<file path="src/rtl/bcd_display_ctrl.sv">
// bcd_display_ctrl: 8-bit binary to BCD converter (shift-add-3) driving a
// multiplexed 3-digit active-low seven-segment display with leading-zero blanking.
module bcd_display_ctrl #(
  parameter logic [15:0] SCAN_DIV = 16'd50000
) (
  input  logic       clk,
  input  logic       rst_n,
  input  logic [7:0] bin_in,
  input  logic       in_valid,
  output logic       in_ready,
  output logic       busy,
  output logic [9:0] bcd_out,
  output logic       bcd_valid,
  output logic [6:0] seg,
  output logic [2:0] an
);
  typedef enum logic [1:0] {IDLE, SHIFT, DONE} state_t;
  state_t      state;
  logic [2:0]  count;
  logic [17:0] work, adj, shifted;
  logic [3:0]  ones_adj, tens_adj;
  logic [15:0] scan_cnt;
  logic [1:0]  digit;
  logic [3:0]  digit_val;
  logic        blank;
  assign in_ready = state == IDLE;
  assign busy     = state != IDLE;
  always_comb begin
    ones_adj = work[11:8]  >= 4'd5 ? work[11:8]  + 4'd3 : work[11:8];
    tens_adj = work[15:12] >= 4'd5 ? work[15:12] + 4'd3 : work[15:12];
    adj      = {work[17:16], tens_adj, ones_adj, work[7:0]};
    shifted  = adj << 1;
  end
  always_ff @(posedge clk or negedge rst_n) begin
    if (!rst_n) begin
      state     <= IDLE;
      count     <= 3'd0;
      work      <= 18'd0;
      bcd_out   <= 10'd0;
      bcd_valid <= 1'b0;
    end else begin
      bcd_valid <= 1'b0;
      case (state)
        IDLE: if (in_valid) begin
          work  <= {10'b0, bin_in};
          count <= 3'd0;
          state <= SHIFT;
        end
        SHIFT: begin
          work <= shifted;
          if (count == 3'd7) begin
            state     <= DONE;
            bcd_out   <= shifted[17:8];
            bcd_valid <= 1'b1;
          end else begin
            count <= count + 3'd1;
          end
        end
        DONE:    state <= IDLE;
        default: state <= IDLE;
      endcase
    end
  end
  // Scan runs free of the converter so a new result never restarts the sweep.
  always_ff @(posedge clk or negedge rst_n) begin
    if (!rst_n) begin
      scan_cnt <= 16'd0;
      digit    <= 2'd0;
    end else if (scan_cnt == SCAN_DIV - 16'd1) begin
      scan_cnt <= 16'd0;
      digit    <= digit == 2'd2 ? 2'd0 : digit + 2'd1;
    end else begin
      scan_cnt <= scan_cnt + 16'd1;
    end
  end
  function automatic logic [6:0] seg_decode(input logic [3:0] v);
    case (v)
      4'd0:    return 7'b1000000;
      4'd1:    return 7'b1111001;
      4'd2:    return 7'b0100100;
      4'd3:    return 7'b0110000;
      4'd4:    return 7'b0011001;
      4'd5:    return 7'b0010010;
      4'd6:    return 7'b0000010;
      4'd7:    return 7'b1111000;
      4'd8:    return 7'b0000000;
      4'd9:    return 7'b0010000;
      default: return 7'b1111111;
    endcase
  endfunction
  always_comb begin
    digit_val = digit == 2'd0 ? bcd_out[3:0] : digit == 2'd1 ? bcd_out[7:4] : {2'b00, bcd_out[9:8]};
    blank     = (digit == 2'd2 && bcd_out[9:8] == 2'd0) ||
                (digit == 2'd1 && bcd_out[9:8] == 2'd0 && bcd_out[7:4] == 4'd0);
    an        = digit == 2'd0 ? 3'b110 : digit == 2'd1 ? 3'b101 : 3'b011;
    seg       = blank ? 7'b1111111 : seg_decode(digit_val);
  end
endmodule

</file>
<file path="config.mk">
export PLATFORM = sky130hd
export DESIGN_NAME = bcd_display_ctrl
export DESIGN_NICKNAME = d
export VERILOG_FILES = /design/src/rtl/bcd_display_ctrl.sv
export SDC_FILE = /design/constraint.sdc
export NUM_CORES = 1
export LEC_CHECK = 0
export CORE_MARGIN = 2
export CORE_UTILIZATION = 55
export DETAILED_ROUTE_END_ITERATION = 7
export HOLD_SLACK_MARGIN = 0.06
export PLACE_DENSITY_LB_ADDON = 0.25
export SYNTH_ARGS = -nofsm -noshare
export SYNTH_HDL_FRONTEND = slang
export SYNTH_SLANG_ARGS = --single-unit
</file>
<file path="constraint.sdc">
create_clock -name clk -period 2.3 [get_ports clk]
set_input_delay 0.23 -clock clk [delete_from_list [all_inputs] [get_ports clk]]
set_output_delay 0.23 -clock clk [all_outputs]
set_load 0.02 [all_outputs]
</file>
**After elaboration in Yosys (flattened, before gate mapping)**

Memory sizes are Yosys's and may differ from the RTL's.
Index checks and enable logic that the tools add are counted.

- Bits in registers: 51
- Bits in read-only memories: 112
- Bits of input ports: 11
- Output and inout bits: 23
- Word-level logic and storage cells: 56
- Memories kept: 1

Memory list:

| name | depth | width | read ports | clocked after Yosys merged registers in | wr ports | line | RTL |
|---|---|---|---|---|---|---|---|
| (no name shown) | 16 | 7 | 1 | 0 | 0 | 77 | `case (v)` |

- $add $sub $neg: 5
- $lt $le $gt $ge: 2
- Equality and inequality tests: 8
- Muxes and demuxes: 19
- Reductions and logical operators: 14

Operators with widths:

| operator | count |
|---|---|
| $pmux W17 S2 | 1 |
| $mux W17 | 1 |
| $add A16 B1 Y16 const B | 1 |
| $eq A16 B16 Y1 const B | 1 |
| $mux W16 | 1 |
| $mux W4 | 4 |
| $mux W3 | 4 |
| $add A4 B2 Y4 const B | 2 |
| $ge A4 B3 Y1 const B | 2 |
| $mux W7 | 1 |
| $logic_not A2 Y1 | 3 |
| $mux W2 | 3 |
| $ne A2 B2 Y1 const B | 3 |
| $pmux W3 S2 | 1 |
| $reduce_and A2 Y1 | 3 |
| $eq A2 B1 Y1 const B | 2 |
| $logic_not A4 Y1 | 1 |
| $pmux W2 S2 | 1 |
| $reduce_bool A2 Y1 | 2 |
| $add A3 B1 Y3 const B | 1 |
| $eq A3 B3 Y1 const B | 1 |
| $logic_and A1 B1 Y1 | 3 |
| $reduce_and A3 Y1 | 1 |
| $add A2 B1 Y2 const B | 1 |
| 3 further kinds | 4 |

**Depth between registers and ports, before layout**

- Word-level depth: 5
- Depth in mapped cells: 8
- Depth with buffers taken out: 7

**Worst setup path after synthesis**

OpenSTA, ideal clock, no wires.

- Path kind: register to output
- From: register digit[1]
- To: output port seg[1]
- Data arrival time: 1.896 ns
- Required time: 2.070 ns
- Slack: 0.174 ns
- Stages on the path, launching flop included: 8
- Buffers on the path: 1
- Cell sequence: dfrtp_1 -> buf_2 -> inv_1 -> mux2i_1 -> inv_1 -> ha_1 -> nor2_1 -> o21ai_0

- Longest elaborated chain between the ends: 5
- Elaborated cells on any way between the ends: 11
- Classes of those cells: eq/ne (2); mux (3); reduce/logical (5); memory (1)

RTL lines:

| what | line | RTL |
|---|---|---|
| start, declared | 23 | `logic [1:0] digit;` |
| start signal, assigned | 71 | `digit <= digit == 2'd2 ? 2'd0 : digit + 2'd1;` |
| $eq A2 B1 Y1 | 92, 94 |  |
| $mux W4 or $logic_and A1 B1 Y1 (tied branches) (2 in series) | 92, 94 |  |
| $mem_v2 Z16 W7 or $logic_or A1 B1 Y1 (tied branches) | - |  |
| $mux W7 * | 96 | `seg = blank ? 7'b1111111 : seg_decode(digit_val);` |
| end, declared | 14 | `output logic [6:0] seg,` |

Every way passes the cells marked *; elsewhere a longest branch is shown, timed or not.

**Final worst setup path**

- From: register digit[0]
- To: output port seg[6]

The elaborated chain is that of the path after synthesis.

==> key figures <==
Worst setup path
  • Path type of the worst setup path: flip-flop to output port
  • CP Capture Type: output port
  • Worst Path Max Fanout: 2
  • Req. time, crit path: between 2000 and 2500 ps
  • Worst path cell trace: mux2_2 > mux2i_2 > inv_1 > ha_4 > nor3_2 > a211o_1 > o21ai_0 > buf_2
  • Critical Path AT: approximately 2000 ps
  • Crit path max-delay cell type: dfrtp_1
  • Top delay family on crit path: multiplexers
  • CP peak stage delay: around 370 ps
  • Setup crit start kind: flip-flop
  • Bufs and invs on worst path: 2

Clocking
  • Clk sinks: 51
  • Root Buffer: clkbuf_8
  • CTS Buffer Depth: 2
  • CTS Buf Count: 5
  • H-tree Lvls: 2
  • Clk slew on worst S/H paths: around 90 ps
  • CTS tree: done
  • Clk Latency, worst-skew pair: between 300 and 400 ps

Synthesis
  • Synthesized Nets: approximately 290
  • Cells after synthesis: 266
  • Async set-reset flop share out of synthesis: 100%
  • Post-synth EDFFs: 0
  • Largest area contributor in the netlist: dfrtp_1
  • Main flop type after synthesis: dfrtp_1
  • Synth area leaders: dfrtp_1, o21ai_0, mux2_2, nand2_1, ha_1
  • Sequential element share of the synthesized area: 48.4%
  • #FFs+latches synth: ~50
  • Synthesized area: between 0.002 and 0.003 mm2
  • Syn. warnings: 0
  • Synth top area share: between 40% and 50%
  • Yosys cell types: 48
  • Syn_area_per_cell: between 9 and 10 um2

Floorplanning
  • Vert. Die Dim: ~73 um
  • Io pins: 34
  • Starting Density: between 50% and 60%
  • Core box area: ~0.0047 mm2
  • Die Area: ~0.0054 mm2
  • Row count: 25
  • Die X: between 70 and 80 um

Cells and area
  • Footprint of the multi-input gates: around 0.0013 mm2
  • Most frequent cells in the layout: dfrtp_1, nand2_1, o21ai_0
  • Filler instances: about 390
  • Share of layout cells above drive strength 1: a little under a fifth
  • Core Util, Final: 69.7%
  • Antenna cells: 0
  • Commonest non-fill, non-tap cell in the layout: dfrtp_1
  • Final net count: between 300 and 400
  • Fin cells: 370
  • Area growth from synthesis to layout: 23.2%
  • Reg area: approximately 0.0013 mm2

STA
  • RSZ-0062 raised after global routing: yes
  • Fin. Hold Viols: 0
  • Final setup violation count: 0
  • Worst Clk Skew: 10.3 ps
  • Final setup margin: approximately 120 ps
  • Slew Limit Fails: 0
  • Fmax achieved: 458 MHz
  • Final hold slack: between 400 and 500 ps
  • Fin crit period: approximately 2200 ps
  • Least-Margin Pin Slew: 690 ps
  • Slew headroom: a little over half
  • Tcrit/Tclk final: 94.9%

Run
  • Max Cap Viol: 0

Global routing
  • Initial antenna violation count: 0
  • Total gr overflow: 0
  • Largest net degree at the start of global routing: 32
  • Global-route wire length before repair: between 9000 and 10000 um
  • Vias in the first global route: 2050
  • GRT Total Usage: between 20% and 30%

Detailed routing
  • Wirelength per Cell: approximately 15 um
  • DRT iter0 DRCs: between 70 and 80
  • Routed Wire Length: approximately 5400 um
  • DRT Pass-1 Iters: 4
  • Vias per Instance: between 5 and 6
  • Post-DRT Antenna Nets: 0
  • DRC errors left: 0
  • Vias after detailed routing: approximately 2100

Place
  • Setup WS pre-CTS: -20.8 ps
  • Port Buffers: 33
  • DPL Wire Length: roughly 3900 um
  • Placed Cells: 360
  • GPL Wtd Cong: about 0.85

Pwr
  • Pwr Density: approximately 1100 mW/mm2
  • Pleak: roughly 0.0015 uW
  • Peak VDD IR: around 0.61 mV

Run status
  • Status: complete, no violations

Worst hold path
  • Hold Path Class: flip-flop to flip-flop
-- what timing repair did --
| action | 4_1_cts | 5_1_grt |
|---|---|---|
| hold endpoints to repair | 29 | 0 |
| hold buffers | 1 | 0 |
| buffers inserted | 1 | 0 |
| setup endpoints to repair | 7 | 7 |
| gates resized for setup | 16 | 19 |
-- sequential cells by signal, indices dropped and copies added, names as in the netlist --
register   cells
bcd_valid      1
work          17
digit          2
bcd_out       10
state          2
count          3
scan_cnt      16
-- logic make-up (layout without fill, tap and decap cells) --
family / after synthesis / count (layout) / share of synthesized area, %
AOI/OAI and AO/OA: 64 / 64 / 15.2
and+or+nand+nor: 89 / 89 / 18.0
DFF: 51 / 51 / 48.4
muxes: 18 / 18 / 7.30
xor gates and xnor gates: 10 / 10 / 3.32
adders and majority gates: 8 / 8 / 3.79
buffers and inverters: 26 / 76 / 3.98
-- stage by stage --
stage / instance area (um2) / setup TNS [ps] / total power, uW
floorplan: 2640 / 0 / 2370
global placement: 3120 / 0 / 3040
detailed placement: 3120 / -20.8 / 3100
CTS: 3240 / 0 / 3690
global route: 3250 / -0.0850 / 3960
finish: 3250 / 0 / 3700
-- metal layers --
layer / wire, um / share of wire, % / track usage, %
met1: 2460 / 45 / 28.8
met2: 2680 / 49 / 36.8
met3: 188 / 3.5 / 4.39
met4: 104 / 1.9 / 7.20
met5: 0 / 0 / 0
-- cell usage after synthesis, types with 2 or more instances --
master / number
and4_1: 2
and2_1: 2
nor3b_1: 2
mux2_2: 10
mux2i_1: 8
a21oi_1: 9
xnor2_1: 6
inv_1: 14
xor2_1: 4
ha_1: 8
buf_2: 3
o21ai_0: 27
nor3_1: 4
nor2b_1: 5
nand2b_1: 5
nand4_1: 3
o2111ai_1: 2
a31oi_1: 3
or2_2: 2
a22oi_1: 7
nand2_1: 30
dfrtp_1: 51
a22o_1: 8
nor2_1: 17
or3_1: 2
or3b_2: 2
clkbuf_1: 7
nand3_1: 3
-- where the power goes --
| group | leakage (uW) | switching [uW] | internal (uW) | total, uW |
|---|---|---|---|---|
| Clock | 0.0000612 | 291 | 352 | 643 |
| Sequential | 0.000663 | 228 | 1130 | 1350 |
| Combinational | 0.000742 | 889 | 816 | 1700 |
| Total | 0.00147 | 1410 | 2290 | 3700 |
-- path summary, 6_finish.rpt --
check	from	end	slack [ps]	depth (start not counted)
max	digit[0]$_DFFE_PN0N_	seg[6]	120	8
min reg2reg	scan_cnt[0]$_DFF_PN0_	scan_cnt[0]$_DFF_PN0_	460	1
max in group asynchronous	rst_n	scan_cnt[7]$_DFF_PN0_	1160	3
min	scan_cnt[0]$_DFF_PN0_	scan_cnt[0]$_DFF_PN0_	460	1
min in group asynchronous	rst_n	scan_cnt[15]$_DFF_PN0_	490	2
max reg2reg	scan_cnt[0]$_DFF_PN0_	scan_cnt[11]$_DFF_PN0_	420	5
-- area by class of cell --
class	instances	area share, %
Tap cell	54	2.08
Inverter	15	1.73
Clock buffer	6	2.54
Timing Repair Buffer	53	13.7
Multi-Input combinational cell	189	39.6
Clock inverter	2	1.08
Sequential cell	51	39.3
Power figures use the tool's default switching activity.
